[src/rtl/uart_pkg.sv]
`default_nettype none
// ============================================================================
// Module      : uart_pkg
// Description : Definitions shared by the UART receive and transmit paths:
//               the FSM state encoding, the data width and the baud divider.
// Revision    : 1.0 - initial release
// ============================================================================
package uart_pkg;

  // Character width on the line (8N1 framing)
  localparam int DATA_BITS = 8;

  // Frame FSM states; the transmitter uses the same encoding style
  typedef enum logic [2:0] {
    ST_IDLE  = 3'd0,
    ST_START = 3'd1,
    ST_DATA  = 3'd2,
    ST_STOP  = 3'd3,
    ST_BREAK = 3'd4
  } uart_state_e;

  // Clocks per oversample tick, truncated toward zero
  function automatic int calc_div(input int clk_freq, input int baud, input int oversample);
    return clk_freq / (baud * oversample);
  endfunction

endpackage : uart_pkg
`default_nettype wire

[src/rtl/uart_baud_tick.sv]
`default_nettype none
// ============================================================================
// Module      : uart_baud_tick
// Description : Free-running divider producing a 1-cycle tick every DIV
//               clocks. i_clear restarts the count so the first tick after
//               the clear arrives DIV clocks later.
// Revision    : 1.0 - initial release
// ============================================================================
module uart_baud_tick #(
  parameter int DIV = 651
) (
  input  logic clk,
  input  logic reset,
  input  logic i_clear,
  output logic o_tick
);

  localparam int            CW       = (DIV > 1) ? $clog2(DIV) : 1;
  localparam logic [CW-1:0] CNT_LAST = CW'(DIV - 1);

  logic [CW-1:0] cnt_q;

  // Count 0..DIV-1 and wrap; a clear forces the count back to zero
  always_ff @(posedge clk or posedge reset) begin
    if (reset) begin
      cnt_q <= '0;
    end else if (i_clear || (cnt_q == CNT_LAST)) begin
      cnt_q <= '0;
    end else begin
      cnt_q <= cnt_q + 1'b1;
    end
  end

  assign o_tick = (cnt_q == CNT_LAST) && !i_clear;

endmodule : uart_baud_tick
`default_nettype wire

[src/rtl/uart_rx_ascii.sv]
`default_nettype none
// ============================================================================
// Module      : uart_rx_ascii
// Description : 8N1 UART receiver, LSB first, oversampled at OVERSAMPLE x
//               baud. Validates start and stop bits, strobes o_rx_valid for
//               each good byte and o_frame_err once per bad stop bit.
//               Optional macro UART_RX_MAJORITY_EN: each bit is the 2-of-3
//               vote of samples at mid-1, mid and mid+1 ticks.
// Revision    : 1.0 - initial release
// ============================================================================
module uart_rx_ascii
  import uart_pkg::*;
#(
  parameter int CLK_FREQ   = 100_000_000,
  parameter int BAUD       = 9600,
  parameter int OVERSAMPLE = 16
) (
  input  logic                 clk,
  input  logic                 reset,
  input  logic                 i_rxd,
  output logic [DATA_BITS-1:0] o_rx_data,
  output logic                 o_rx_valid,
  output logic                 o_frame_err,
  output logic                 o_busy
);

  localparam int DIV = calc_div(CLK_FREQ, BAUD, OVERSAMPLE);
  localparam int SW  = $clog2(OVERSAMPLE);
  localparam int NW  = $clog2(DATA_BITS);

  localparam logic [SW-1:0] S_LAST = SW'(OVERSAMPLE - 1);
  localparam logic [NW-1:0] N_LAST = NW'(DATA_BITS - 1);
`ifdef UART_RX_MAJORITY_EN
  // The vote completes one tick after mid-bit, so the start decision moves out by one
  localparam logic [SW-1:0] S_START = SW'(OVERSAMPLE / 2);
`else
  localparam logic [SW-1:0] S_START = SW'(OVERSAMPLE / 2 - 1);
`endif

  logic                 sync1_q;
  logic                 sync2_q;
  logic                 rxd_s;
  logic                 tick;
  logic                 tick_clear;
  logic                 bit_val;
  logic [SW-1:0]        s_dec;
  uart_state_e          state_q;
  logic [SW-1:0]        s_q;
  logic [NW-1:0]        n_q;
  logic [DATA_BITS-1:0] sh_q;
  logic [DATA_BITS-1:0] data_q;
  logic                 valid_q;
  logic                 ferr_q;
  logic                 busy_q;

  // Re-time the asynchronous line; idle level is high
  always_ff @(posedge clk or posedge reset) begin
    if (reset) begin
      sync1_q <= 1'b1;
      sync2_q <= 1'b1;
    end else begin
      sync1_q <= i_rxd;
      sync2_q <= sync1_q;
    end
  end

  assign rxd_s = sync2_q;

  // Hold the tick phase at zero while idle so bit timing starts at the falling edge
  assign tick_clear = (state_q == ST_IDLE);

  uart_baud_tick #(
    .DIV (DIV)
  ) u_baud_tick (
    .clk     (clk),
    .reset   (reset),
    .i_clear (tick_clear),
    .o_tick  (tick)
  );

  // Sample count at which the current bit is decided
  assign s_dec = (state_q == ST_START) ? S_START : S_LAST;

`ifdef UART_RX_MAJORITY_EN
  logic          maj0_q;
  logic          maj1_q;
  logic [SW-1:0] s_m0;
  logic [SW-1:0] s_m1;

  assign s_m0 = s_dec - SW'(2);
  assign s_m1 = s_dec - SW'(1);

  // Capture the two samples that precede the deciding tick
  always_ff @(posedge clk or posedge reset) begin
    if (reset) begin
      maj0_q <= 1'b1;
      maj1_q <= 1'b1;
    end else if (tick && (state_q == ST_START || state_q == ST_DATA || state_q == ST_STOP)) begin
      if (s_q == s_m0) maj0_q <= rxd_s;
      if (s_q == s_m1) maj1_q <= rxd_s;
    end
  end

  assign bit_val = (maj0_q & maj1_q) | (maj0_q & rxd_s) | (maj1_q & rxd_s);
`else
  assign bit_val = rxd_s;
`endif

  // Frame FSM with its counters, shift register and registered outputs
  always_ff @(posedge clk or posedge reset) begin
    if (reset) begin
      state_q <= ST_IDLE;
      s_q     <= '0;
      n_q     <= '0;
      sh_q    <= '0;
      data_q  <= '0;
      valid_q <= 1'b0;
      ferr_q  <= 1'b0;
      busy_q  <= 1'b0;
    end else begin
      valid_q <= 1'b0;
      ferr_q  <= 1'b0;
      case (state_q)
        ST_IDLE: begin
          if (!rxd_s) begin
            state_q <= ST_START;
            s_q     <= '0;
            busy_q  <= 1'b1;
          end
        end
        ST_START: begin
          if (tick) begin
            if (s_q == s_dec) begin
              if (!bit_val) begin
                state_q <= ST_DATA;
                s_q     <= '0;
                n_q     <= '0;
              end else begin
                // Low pulse shorter than half a bit: not a start bit
                state_q <= ST_IDLE;
                busy_q  <= 1'b0;
              end
            end else begin
              s_q <= s_q + 1'b1;
            end
          end
        end
        ST_DATA: begin
          if (tick) begin
            if (s_q == s_dec) begin
              sh_q <= {bit_val, sh_q[DATA_BITS-1:1]};
              s_q  <= '0;
              if (n_q == N_LAST) begin
                state_q <= ST_STOP;
              end else begin
                n_q <= n_q + 1'b1;
              end
            end else begin
              s_q <= s_q + 1'b1;
            end
          end
        end
        ST_STOP: begin
          if (tick) begin
            if (s_q == s_dec) begin
              if (bit_val) begin
                data_q  <= sh_q;
                valid_q <= 1'b1;
                state_q <= ST_IDLE;
                busy_q  <= 1'b0;
              end else begin
                ferr_q  <= 1'b1;
                state_q <= ST_BREAK;
              end
            end else begin
              s_q <= s_q + 1'b1;
            end
          end
        end
        ST_BREAK: begin
          // Wait out a held-low line so it reports only one framing error
          if (rxd_s) begin
            state_q <= ST_IDLE;
            busy_q  <= 1'b0;
          end
        end
        default: begin
          state_q <= ST_IDLE;
          busy_q  <= 1'b0;
        end
      endcase
    end
  end

  assign o_rx_data   = data_q;
  assign o_rx_valid  = valid_q;
  assign o_frame_err = ferr_q;
  assign o_busy      = busy_q;

endmodule : uart_rx_ascii
`default_nettype wire

[config.mk]
export PLATFORM = sky130hd
export DESIGN_NAME = uart_rx_ascii
export DESIGN_NICKNAME = d
export VERILOG_FILES = /design/src/rtl/uart_pkg.sv /design/src/rtl/uart_baud_tick.sv /design/src/rtl/uart_rx_ascii.sv
export SDC_FILE = /design/constraint.sdc
export NUM_CORES = 1
export LEC_CHECK = 0
export CAP_MARGIN = 20
export CORE_MARGIN = 5
export CORE_UTILIZATION = 50
export DETAILED_ROUTE_END_ITERATION = 10
export DONT_BUFFER_PORTS = 1
export MAX_ROUTING_LAYER = met4
export SYNTH_ARGS = -nofsm -noshare
export SYNTH_HDL_FRONTEND = slang
export SYNTH_SLANG_ARGS = --single-unit
[constraint.sdc]
create_clock -name clk -period 3.8 [get_ports clk]
set_clock_uncertainty 0.1 [all_clocks]
set_input_delay 0.57 -clock clk [delete_from_list [all_inputs] [get_ports clk]]
set_output_delay 0.57 -clock clk [all_outputs]
set_load 0.005 [all_outputs]
==> impl_summary.log, run 1 <==
[metrics] status: complete, no violations
[metrics] total via count in the routed design: about 1.2k
[metrics] overall overflow remaining after global route: 0
[metrics] Post-synth EDFFs: 0
[metrics] P_int: ~0.65 mW
[metrics] # clock sinks: 41
[metrics] via count of the first global-routing pass: around 1.2k
[metrics] via-per-instance ratio: between 5 and 6
[metrics] worst slack after detailed placement: 1.60 ns
[metrics] number of levels the H-tree was split into: 2
[metrics] clock buffer depth: 2
[metrics] final-stage net count: between 150 and 200
[metrics] required time of the critical path: about 3.9 ns
[metrics] leading register cell type out of synthesis: sky130_fd_sc_hd__dfrtp_1
[metrics] leakage power: between 1 and 1.5 nW
[metrics] count of instances resized after the clock tree is built: 0
[metrics] instance count after placement with tap cells included: 210
[metrics] clock insertion delay at the later pin of the skew report: 0.29 ns
[metrics] max-cap violations: 0
[metrics] sequential area share after synthesis: between 50 and 60%
[metrics] kind of capture point of the worst setup path: flip-flop
[metrics] overall power: ~0.8 mW
[metrics] number of non-filler instances in the completed layout: ~220
[metrics] Peak VDD IR: approximately 260 uV
[metrics] placement row count: 22
[metrics] placer's final routability congestion estimate: approximately 0.84
[metrics] fin crit share: roughly three fifths
[metrics] Filler Cell Count: 315
[metrics] post-route ant nets: 0
[metrics] overall die height: a little over 70 um
[metrics] clock transition at the registers of the reported paths: 0.08 ns
[metrics] number of max-slew violations in the final report: 0
[metrics] Area growth, synth to finish: 8.45%
[metrics] setup fix buffers added after clock tree synthesis: 0
[metrics] initial standard-cell utilization of the core: 52.2%
[metrics] area post-placement: between 0.0015 and 0.002 mm2
[metrics] total net switching power: approximately 0.16 mW
[metrics] minimum clock period after layout: 2.22 ns
[metrics] setup TNS: 0 ns
[metrics] switching share of total power: about a fifth
[metrics] Distinct cells, synth: 38
[metrics] flip-flop and latch count after synthesis: 41
[metrics] mean cell area of the mapped netlist: 11.8 um2
[metrics] Top Ports: 14
[metrics] antenna diode count: 0
[metrics] Final Routed Wirelength: roughly 3.3 mm
[metrics] share of synthesized registers carrying an async set or reset: 100%
[metrics] Net Count, Synth: about 170
[metrics] GRT Resource Usage Total: 14.8%
[metrics] detailed-router iteration count before antenna repair: 4
[metrics] total of hold buffers inserted after clock tree synthesis: 0
[metrics] final core utilization: 56.6%
[metrics] number of hold violations in the final report: 0
[metrics] buffer cell driving the clock tree root: sky130_fd_sc_hd__clkbuf_8
[metrics] CTS tree: done
[metrics] proportion of layout cells with a drive suffix above 1: between 20% and 30%
[metrics] Floorplan Core Area: ~0.0037 mm2
[metrics] mapped cell area: 0.00194 mm2
[metrics] placed wire-length estimate: about 2.3 mm
[metrics] Die X-Extent: 72.3 um
[metrics] Hold Path Class: in2reg
[metrics] number of CTS-inserted buffers: 5
[metrics] Clk network pwr share: roughly 45%
[metrics] iteration-0 DRC count of the detailed router: 139
[metrics] final std cell area, no fill: approximately 0.0021 mm2
[metrics] normalized max-slew margin: between 50% and 60%
[metrics] Die Outline Area: roughly 0.0052 mm2
[metrics] wire length per cell after detailed routing: 15.0 um
[metrics] maximum clock frequency: between 0.4 and 0.5 GHz
[metrics] Power Dens Cells: approximately 390 mW/mm2
[metrics] number of DRC violations after detailed routing: 0
[metrics] Startpoint Class: flip-flop
[metrics] cell count after synthesis: 165
[metrics] initial antenna violation count: 0
[metrics] global-route wire length before repair: 5.82 mm
[metrics] arrival time of the worst setup path: between 2 and 2.5 ns
[metrics] largest fanout of any net on the critical path: 12
[metrics] number of endpoints failing setup at the final stage: 0
[metrics] startpoint-to-endpoint class of the critical path: reg2reg
[metrics] Warnings, synthesis: 0
[metrics] hold_ws: 0.171 ns
[metrics] register share of total power: 54.2%
[metrics] slew at the pin closest to its max-slew limit: about 0.67 ns
[metrics] unrepaired setup endpoints after global routing: no
[metrics] relative contribution of combinational cells to total power: 1.3%
[metrics] pin count of the biggest net entering global routing: 42
[metrics] number of buffers added on ports: 0
[metrics] slack of the critical path: 1.58 ns
-- registers in the layout, summed over array words and instances (netlist names) --
name and cells:
sh_q 8, state_q 3, u_baud_tick.cnt_q 10, n_q 3, bit_val 1, o_rx_data 8, sync1_q 1, o_frame_err 1
o_rx_valid 1, s_q 4, o_busy 1
-- cells by family (layout without fill, tap and decap cells) --
group	Yosys count	after routing	synth area share, %
buf+inv	11	16	2.58
flops	41	41	53.0
fa+ha+maj	5	5	3.22
xor+xnor	9	9	4.06
simple gates	62	62	19.1
mux	21	21	12.2
compound gates	16	16	5.87
-- area by class of cell --
class	count	area (um2)	share of cell area, %
Multi-Input combinational cell	113	862	41.0
Clock inverter	2	37.5	1.78
Inverter	7	26.3	1.25
Clock buffer	6	82.6	3.92
Sequential cell	41	1030	48.9
Timing Repair Buffer	1	7.51	0.357
Tap cell	48	60.1	2.85
-- synthesized netlist by cell type, drive strengths merged (2+ instances only) --
cell type,number,area (um2)
nand3,8,52.6
xor2,3,26.3
inv,7,26.3
mux2i,3,33.8
ha,5,62.6
xnor2,6,52.6
o21ai,2,10.0
and4,2,17.5
nor4,3,18.8
buf,2,16.3
clkbuf,2,7.51
nor2,18,67.6
mux2,18,203
dfstp,2,52.6
nand4,6,58.8
dfrtp,39,976
a22o,2,17.5
nor3,3,15.0
nand2,10,37.5
nor2b,4,25.0
a21oi,5,25.0
nor3b,3,22.5
a211o,3,26.3
-- power groups by stage --
stage          Combinational, mW  Clock (mW)  Sequential [mW]
4_1_cts                   0.0111       0.372            0.439
6_report                  0.0104       0.361            0.439
5_1_grt                   0.0128       0.390            0.440
2_1_floorplan            0.00777           0            0.448
3_3_place_gp              0.0106           0            0.448
3_5_place_dp              0.0110           0            0.448
-- layout by cell type (no fill, tap or decap), drive strengths merged, types with 2 or more instances in the layout --
cell type	Yosys	routed
nor4	3	3
inv	7	7
xnor2	6	6
a22o	2	2
nand2	10	10
nor3	3	3
ha	5	5
nand3	8	8
nor2	18	18
dfstp	2	2
nor2b	4	4
and4	2	2
o21ai	2	2
nand4	6	6
mux2	18	18
xor2	3	3
a211o	3	3
mux2i	3	3
a21oi	5	5
nor3b	3	3
dfrtp	39	39
clkbuf	2	6
-- path summary, 6_finish.rpt --
| path | slack (ns) | depth (start not counted) | start | endpoint |
|---|---|---|---|---|
| setup / recovery | 1.58 | 4 | state_q[2] | n_q[0] |
| hold / removal | 0.17 | 0 | i_rxd | sync1_q |
| setup reg to reg | 1.58 | 4 | state_q[2] | n_q[0] |
| hold reg to reg | 0.26 | 0 | sync1_q | bit_val |
| max in group asynchronous | 3.05 | 2 | reset | bit_val |
| min in group asynchronous | 0.19 | 2 | reset | state_q[2] |
-- routing by layer --
layer / GRT usage, % / vias up / routed length [um]
met5: - / - / 0
met1: 18.4 / 580 / 1550
li1: - / 591 / -
met3: 3.32 / 6 / 91
met2: 23.3 / 13 / 1570
met4: 6.26 / 0 / 51
-- critical path, stage by stage (launching register included) --
cell	delay [ns]
sky130_fd_sc_hd__dfrtp_1	0.52
sky130_fd_sc_hd__nor3b_1	0.35
sky130_fd_sc_hd__mux2i_2	0.55
sky130_fd_sc_hd__nand4_2	0.25
sky130_fd_sc_hd__mux2_2	0.33
Power figures use the tool's default switching activity.
==> run 2, diff against run 1 <==
- clock period: 3.8 -> 2.27 ns (I/O delays scaled with it)
==> run 2 against run 1 <==
Against the previous run:
- clock power increased by 66%
- critical path depth unchanged
- combinational power increased by 96%
- wire length increased by 4.6%
- clock-buffer cell count unchanged
- utilization increased by 1.5 points
- non-clock buffer count increased by 7
- global-route usage increased by 0.26 points
- flip-flop and latch count unchanged
- register-to-register slack got worse by 1.4 ns
- setup slack got worse by 1.4 ns
- worst hold slack improved by 0.087 ns
- largest cell class unchanged
==> impl_summary.log, run 2 (synthesis results as in run 1) <==
[metrics] GRT Resource Usage Total: 15.1% (was 14.8%)
[metrics] leakage power: 1.03 nW (was 1.00 nW)
[metrics] minimum clock period after layout: 2.08 ns (was 2.22 ns)
[metrics] placement row count: 22 (unchanged)
[metrics] clock transition at the registers of the reported paths: 0.08 ns (about the same)
[metrics] wire length per cell after detailed routing: 15.2 um (was 15.0 um)
[metrics] unrepaired setup endpoints after global routing: no (unchanged)
[metrics] number of DRC violations after detailed routing: 0 (unchanged)
[metrics] proportion of layout cells with a drive suffix above 1: 23.7% (was 21.8%)
[metrics] antenna diode count: 0 (unchanged)
[metrics] kind of capture point of the worst setup path: flip-flop (unchanged)
[metrics] detailed-routed wire length on met2: 1.60 mm (was 1.57 mm)
[metrics] Seq. cell area: 0.00103 mm2 (unchanged)
[metrics] status: complete, no violations (unchanged)
[metrics] arrival time of the worst setup path: 2.16 ns (was 2.30 ns)
[metrics] commonest cells after routing, fill and taps aside: 39 x sky130_fd_sc_hd__dfrtp_1, 18 x sky130_fd_sc_hd__mux2_2, 18 x sky130_fd_sc_hd__nor2_1, 10 x sky130_fd_sc_hd__nand2_1 (unchanged)
[metrics] number of CTS-inserted buffers: 5 (unchanged)
[metrics] iteration-0 DRC count of the detailed router: 72 (was 139)
[metrics] total via count in the routed design: 1266 (was 1190)
[metrics] met3 layer wire length in the routed design: 165 um (was 91 um)
[metrics] number of hold violations in the final report: 0 (unchanged)
[metrics] fin crit share: 91.8% (was 58.3%)
[metrics] Die Outline Area: 0.00523 mm2 (unchanged)
[metrics] Power Dens Cells: 628 mW/mm2 (was 385 mW/mm2)
[metrics] via-per-instance ratio: 5.63 (was 5.46)
[metrics] highest metal layer used by the detailed router: met4 (unchanged)
[metrics] required time of the critical path: 2.35 ns (was 3.88 ns)
[metrics] number of max-slew violations in the final report: 0 (unchanged)
[metrics] placed wire-length estimate: 2.43 mm (was 2.30 mm)
[metrics] placer's final routability congestion estimate: 0.816 (was 0.837)
[metrics] most common library cell in the layout ignoring fill and taps: sky130_fd_sc_hd__dfrtp_1 (unchanged)
[metrics] setup TNS: 0 ns (unchanged)
[metrics] slowest cell delay on critical path: 0.51 ns (was 0.55 ns)
[metrics] max-cap violations: 0 (unchanged)
[metrics] hold_ws: 0.258 ns (was 0.171 ns)
[metrics] Critical-path top delay cell: sky130_fd_sc_hd__and4_1 (was sky130_fd_sc_hd__mux2i_2)
[metrics] Top Ports: 14 (unchanged)
[metrics] initial standard-cell utilization of the core: 52.2% (unchanged)
[metrics] maximum clock frequency: 0.480 GHz (was 0.451 GHz)
[metrics] normalized max-slew margin: 66.1% (was 55.0%)
[metrics] critical path, cell by cell: nor4b_4 > and4_1 > nand4_4 > mux2_2 (was nor3b_1 > mux2i_2 > nand4_2 > mux2_2)
[metrics] CTS tree: done (unchanged)
[metrics] Final Routed Wirelength: 3.42 mm (was 3.26 mm)
[metrics] count of instances resized after the clock tree is built: 0 (unchanged)
[metrics] number of buffers added on ports: 0 (unchanged)
[metrics] slew at the pin closest to its max-slew limit: 0.508 ns (was 0.670 ns)
[metrics] Startpoint Class: flip-flop (unchanged)
[metrics] total of hold buffers inserted after clock tree synthesis: 2 (was 0)
[metrics] Filler Cell Count: 334 (was 315)
[metrics] buffer cell driving the clock tree root: sky130_fd_sc_hd__clkbuf_8 (unchanged)
[metrics] Die X-Extent: 72.3 um (unchanged)
[metrics] clock buffer depth: 2 (unchanged)
[metrics] number of levels the H-tree was split into: 2 (unchanged)
[metrics] startpoint-to-endpoint class of the critical path: reg2reg (unchanged)
[metrics] final-stage net count: 184 (was 177)
[metrics] top register by number of flip-flops: u_baud_tick.cnt_q (unchanged)
[metrics] post-route ant nets: 0 (unchanged)
[metrics] largest fanout of any net on the critical path: 9 (was 12)
[metrics] number of non-filler instances in the completed layout: 225 (was 218)
[metrics] overall die height: 72.3 um (unchanged)
[metrics] global-route wire length before repair: 5.95 mm (was 5.82 mm)
[metrics] clock insertion delay at the later pin of the skew report: 0.29 ns (about the same)
[metrics] Floorplan Core Area: 0.00372 mm2 (unchanged)
[metrics] area of combinational cells with multiple inputs: 862 um2 (unchanged)
[metrics] instance count after placement with tap cells included: 215 (was 210)
[metrics] via count of the first global-routing pass: 1269 (was 1246)
[metrics] max FFs per register: 10 (unchanged)
[metrics] detailed-router iteration count before antenna repair: 4 (unchanged)
[metrics] pin count of the biggest net entering global routing: 42 (unchanged)
[metrics] Hold Path Class: reg2reg (was in2reg)
[metrics] initial antenna violation count: 0 (unchanged)
[metrics] Peak VDD IR: 749 uV (was 263 uV)
[metrics] number of endpoints failing setup at the final stage: 0 (unchanged)
[metrics] setup fix buffers added after clock tree synthesis: 0 (unchanged)
[metrics] Area growth, synth to finish: 11.4% (was 8.45%)
[metrics] overall overflow remaining after global route: 0 (unchanged)
[metrics] final core utilization: 58.2% (was 56.6%)
[metrics] Metal-1 WL: 1.59 mm (was 1.55 mm)
[metrics] # clock sinks: 41 (unchanged)
-- run 2: changes by cell type in the layout (fill, tap and decap cells not counted), sizes merged --
cell,before,now
buf,1,6
dlygate4sd3,0,2
-- run 2: per-stage QoR --
stage	setup WS, ns	total power, mW	instance area (um2)
2_1_floorplan	0.437	0.762	1940
3_3_place_gp	0.245	0.768	2020
3_5_place_dp	0.171	0.769	2020
4_1_cts	0.169	1.38	2160
5_1_grt	0.0687	1.41	2160
6_report	0.186	1.36	2160
-- run 2: final cells by class --
class                           instances  share of cell area (%)
Sequential cell                        41                    47.6
Clock buffer                            6                    3.82
Timing Repair Buffer                    8                    3.01
Inverter                                7                    1.22
Clock inverter                          2                    1.74
Multi-Input combinational cell        113                    39.9
Tap cell                               48                    2.78
-- run 2: per-layer routing --
metal / vias to the layer above / GRT usage [%]
li1: 603 / -
met4: 0 / 5.64
met1: 627 / 19.2
met5: - / -
met2: 29 / 22.6
met3: 7 / 4.71
-- run 2: final timing paths --
kind	start	cells past startpoint	slack [ns]	to
max	u_baud_tick.cnt_q[4]	4	0.19	o_rx_data[5]
min	sync1_q	0	0.26	bit_val
max reg2reg	u_baud_tick.cnt_q[4]	4	0.19	o_rx_data[5]
min reg2reg	sync1_q	0	0.26	bit_val
max in group asynchronous	reset	3	1.18	bit_val
min in group asynchronous	reset	3	0.52	o_rx_data[5]
-- run 2: worst max-delay path: cells and delay by family, from the launching register on --
family / cells / cell delay (ns)
flops: 1 / 0.44
simple gates: 3 / 1.10
mux: 1 / 0.34
-- run 2: where the power goes --
group | leakage (nW) | switching (mW) | internal (mW)
Combinational | 0.431 | 0.0156 | 0.00482
Clock | 0.0574 | 0.244 | 0.357
Sequential | 0.546 | 0.00266 | 0.733
Total | 1.03 | 0.262 | 1.10
==> run 3, diff against run 2 <==
- CORE_UTILIZATION: 50 -> 45
- GPL_TIMING_DRIVEN: default -> 0
==> run 3 against run 2 <==
Against the previous run:
- the flow now finishes with violations (negative hold slack)
- flip-flop and latch count unchanged
- power decreased by 10%
- fmax increased by 2.5%
- critical endpoint is now n_q[0]
- largest power group unchanged
==> impl_summary.log, run 3 (synthesis results as in run 1) <==
[metrics] status: complete, but fails checks (was complete, no violations)
[metrics] failing checks: negative hold slack
[metrics] placement row count: 23 (was 22)
[metrics] initial antenna violation count: 0 (unchanged)
[metrics] clock insertion delay at the later pin of the skew report: 0.29 ns (about the same)
[metrics] setup fix buffers added after clock tree synthesis: 0 (unchanged)
[metrics] via-per-instance ratio: 5.58 (was 5.63)
[metrics] Stages on worst setup path: 5 (was 4)
[metrics] # clock sinks: 41 (unchanged)
[metrics] Peak VDD IR: 516 uV (was 749 uV)
[metrics] commonest cells after routing, fill and taps aside: 39 x sky130_fd_sc_hd__dfrtp_1, 18 x sky130_fd_sc_hd__mux2_2, 18 x sky130_fd_sc_hd__nor2_1, 10 x sky130_fd_sc_hd__nand2_1, 7 x sky130_fd_sc_hd__nand3_1 (was 39 x sky130_fd_sc_hd__dfrtp_1, 18 x sky130_fd_sc_hd__mux2_2, 18 x sky130_fd_sc_hd__nor2_1, 10 x sky130_fd_sc_hd__nand2_1)
[metrics] Startpoint Class: flip-flop (unchanged)
[metrics] final-stage net count: 181 (was 184)
[metrics] Buf/Inv on CP: 0 (unchanged)
[metrics] post-route ant nets: 0 (unchanged)
[metrics] clock buffer depth: 2 (unchanged)
[metrics] unrepaired setup endpoints after global routing: no (unchanged)
[metrics] Die X-Extent: 75.7 um (was 72.3 um)
[metrics] Power Dens Cells: 582 mW/mm2 (was 628 mW/mm2)
[metrics] arrival time of the worst setup path: 2.12 ns (was 2.16 ns)
[metrics] number of buffers added on ports: 0 (unchanged)
[metrics] overall die height: 75.7 um (was 72.3 um)
[metrics] minimum clock period after layout: 2.03 ns (was 2.08 ns)
[metrics] hold_ws: -0.00884 ns (was 0.258 ns)
[metrics] buffer cell driving the clock tree root: sky130_fd_sc_hd__clkbuf_8 (unchanged)
[metrics] slew at the pin closest to its max-slew limit: 0.835 ns (was 0.508 ns)
[metrics] Final Routed Wirelength: 3.29 mm (was 3.42 mm)
[metrics] via count of the first global-routing pass: 1267 (was 1269)
[metrics] overall overflow remaining after global route: 0 (unchanged)
[metrics] number of DRC violations after detailed routing: 0 (unchanged)
[metrics] instance count after placement with tap cells included: 215 (unchanged)
[metrics] global-route wire length before repair: 5.51 mm (was 5.95 mm)
[metrics] proportion of layout cells with a drive suffix above 1: 22.4% (was 23.7%)
[metrics] maximum clock frequency: 0.492 GHz (was 0.480 GHz)
[metrics] max FFs per register: 10 (unchanged)
[metrics] Area growth, synth to finish: 8.19% (was 11.4%)
[metrics] kind of capture point of the worst setup path: flip-flop (unchanged)
[metrics] leakage power: 0.999 nW (was 1.03 nW)
[metrics] Die Outline Area: 0.00573 mm2 (was 0.00523 mm2)
[metrics] number of max-slew violations in the final report: 0 (unchanged)
[metrics] startpoint-to-endpoint class of the critical path: reg2reg (unchanged)
[metrics] iteration-0 DRC count of the detailed router: 109 (was 72)
[metrics] clock transition at the registers of the reported paths: 0.08 ns (about the same)
[metrics] detailed-router iteration count before antenna repair: 4 (unchanged)
[metrics] total via count in the routed design: 1249 (was 1266)
[metrics] fin crit share: 89.6% (was 91.8%)
[metrics] Floorplan Core Area: 0.00409 mm2 (was 0.00372 mm2)
[metrics] largest fanout of any net on the critical path: 8 (was 9)
[metrics] initial standard-cell utilization of the core: 47.5% (was 52.2%)
[metrics] CTS tree: done (unchanged)
[metrics] Critical-path top delay cell: sky130_fd_sc_hd__mux2i_2 (was sky130_fd_sc_hd__and4_1)
[metrics] placer's final routability congestion estimate: 0.718 (was 0.816)
[metrics] number of endpoints failing setup at the final stage: 0 (unchanged)
[metrics] Hold Path Class: in2async (was reg2reg)
[metrics] required time of the critical path: 2.36 ns (was 2.35 ns)
[metrics] length in cells of the worst reg-to-reg path: 5 (was 4)
[metrics] GRT Resource Usage Total: 13.2% (was 15.1%)
[metrics] max-cap violations: 0 (unchanged)
[metrics] normalized max-slew margin: 44.3% (was 66.1%)
[metrics] category of cells accounting for the largest share of critical-path delay: multiplexers (was simple AND/OR/NAND/NOR gates)
[metrics] slowest cell delay on critical path: 0.49 ns (was 0.51 ns)
[metrics] critical path, cell by cell: ha_1 > nand3b_1 > mux2i_2 > nand4_2 > mux2_2 (was nor4b_4 > and4_1 > nand4_4 > mux2_2)
[metrics] wire length per cell after detailed routing: 14.7 um (was 15.2 um)
[metrics] number of levels the H-tree was split into: 2 (unchanged)
[metrics] antenna diode count: 0 (unchanged)
[metrics] number of CTS-inserted buffers: 5 (unchanged)
[metrics] number of non-filler instances in the completed layout: 224 (was 225)
[metrics] Top Ports: 14 (unchanged)
[metrics] most common library cell in the layout ignoring fill and taps: sky130_fd_sc_hd__dfrtp_1 (unchanged)
[metrics] number of hold violations in the final report: 23 (was 0)
[metrics] pin count of the biggest net entering global routing: 42 (unchanged)
[metrics] Filler Cell Count: 383 (was 334)
[metrics] placed wire-length estimate: 2.28 mm (was 2.43 mm)
[metrics] setup TNS: 0 ns (unchanged)
[metrics] top register by number of flip-flops: u_baud_tick.cnt_q (unchanged)
run 3: changes by cell type in the layout (fill, tap and decap cells not counted), sizes merged:
cell and change:
bufinv -1, dlygate4sd3 -1, clkbuf +1, clkinv +2
buf -4
run 3: metal layers:
layer / routed length (um) / up-vias / track usage (%)
met2: 1570 / 22 / 20.7
met5: 0 / - / -
met3: 152 / 5 / 3.17
li1: - / 603 / -
met4: 46 / 0 / 5.83
met1: 1520 / 619 / 16.4
run 3: repair_timing:
item	CTS	global route
hold endpoints to repair	1	0
hold buffers	1	0
resized for setup	0	0
run 3: worst paths after layout:
check                        start                    to  slack (ns)
max                         s_q[0]                n_q[0]        0.24
min                          reset  u_baud_tick.cnt_q[0]      -0.009
min reg2reg                sync1_q               bit_val        0.26
min in group clk           sync1_q               bit_val        0.26
max reg2reg                 s_q[0]                n_q[0]        0.24
max in group asynchronous    reset                s_q[2]        1.56
run 3: final cells by class:
type | count | area, um2 | share of cell area [%]
Buffer | 4 | 23.8 | 1.13
Clock buffer | 5 | 68.8 | 3.28
Clock inverter | 3 | 17.5 | 0.834
Inverter | 7 | 26.3 | 1.25
Multi-Input combinational cell | 113 | 862 | 41.1
Sequential cell | 41 | 1030 | 49.0
Tap cell | 50 | 62.6 | 2.98
Timing Repair Buffer | 1 | 10.0 | 0.477
run 3: metrics by stage:
step / util (%) / area [um2] / power [mW] / hold slack, ns / setup slack [ns]
4_1_cts: 51.4 / 2100 / 1.24 / 0.0217 / 0.229
2_1_floorplan: - / 1940 / 0.762 / 0.245 / 0.437
6_report: 51.4 / 2100 / 1.22 / -0.00884 / 0.236
5_1_grt: 51.4 / 2100 / 1.27 / 0.0637 / 0.0544
3_5_place_dp: 49.0 / 2000 / 0.768 / 0.245 / 0.246
3_3_place_gp: 49.0 / 2000 / 0.767 / 0.245 / 0.268
run 3: report_power, final:
part	total [mW]	switching, mW	internal [mW]
Combinational	0.0176	0.0149	0.00262
Clock	0.469	0.256	0.212
Sequential	0.736	0.00258	0.733
Total	1.22	0.274	0.948
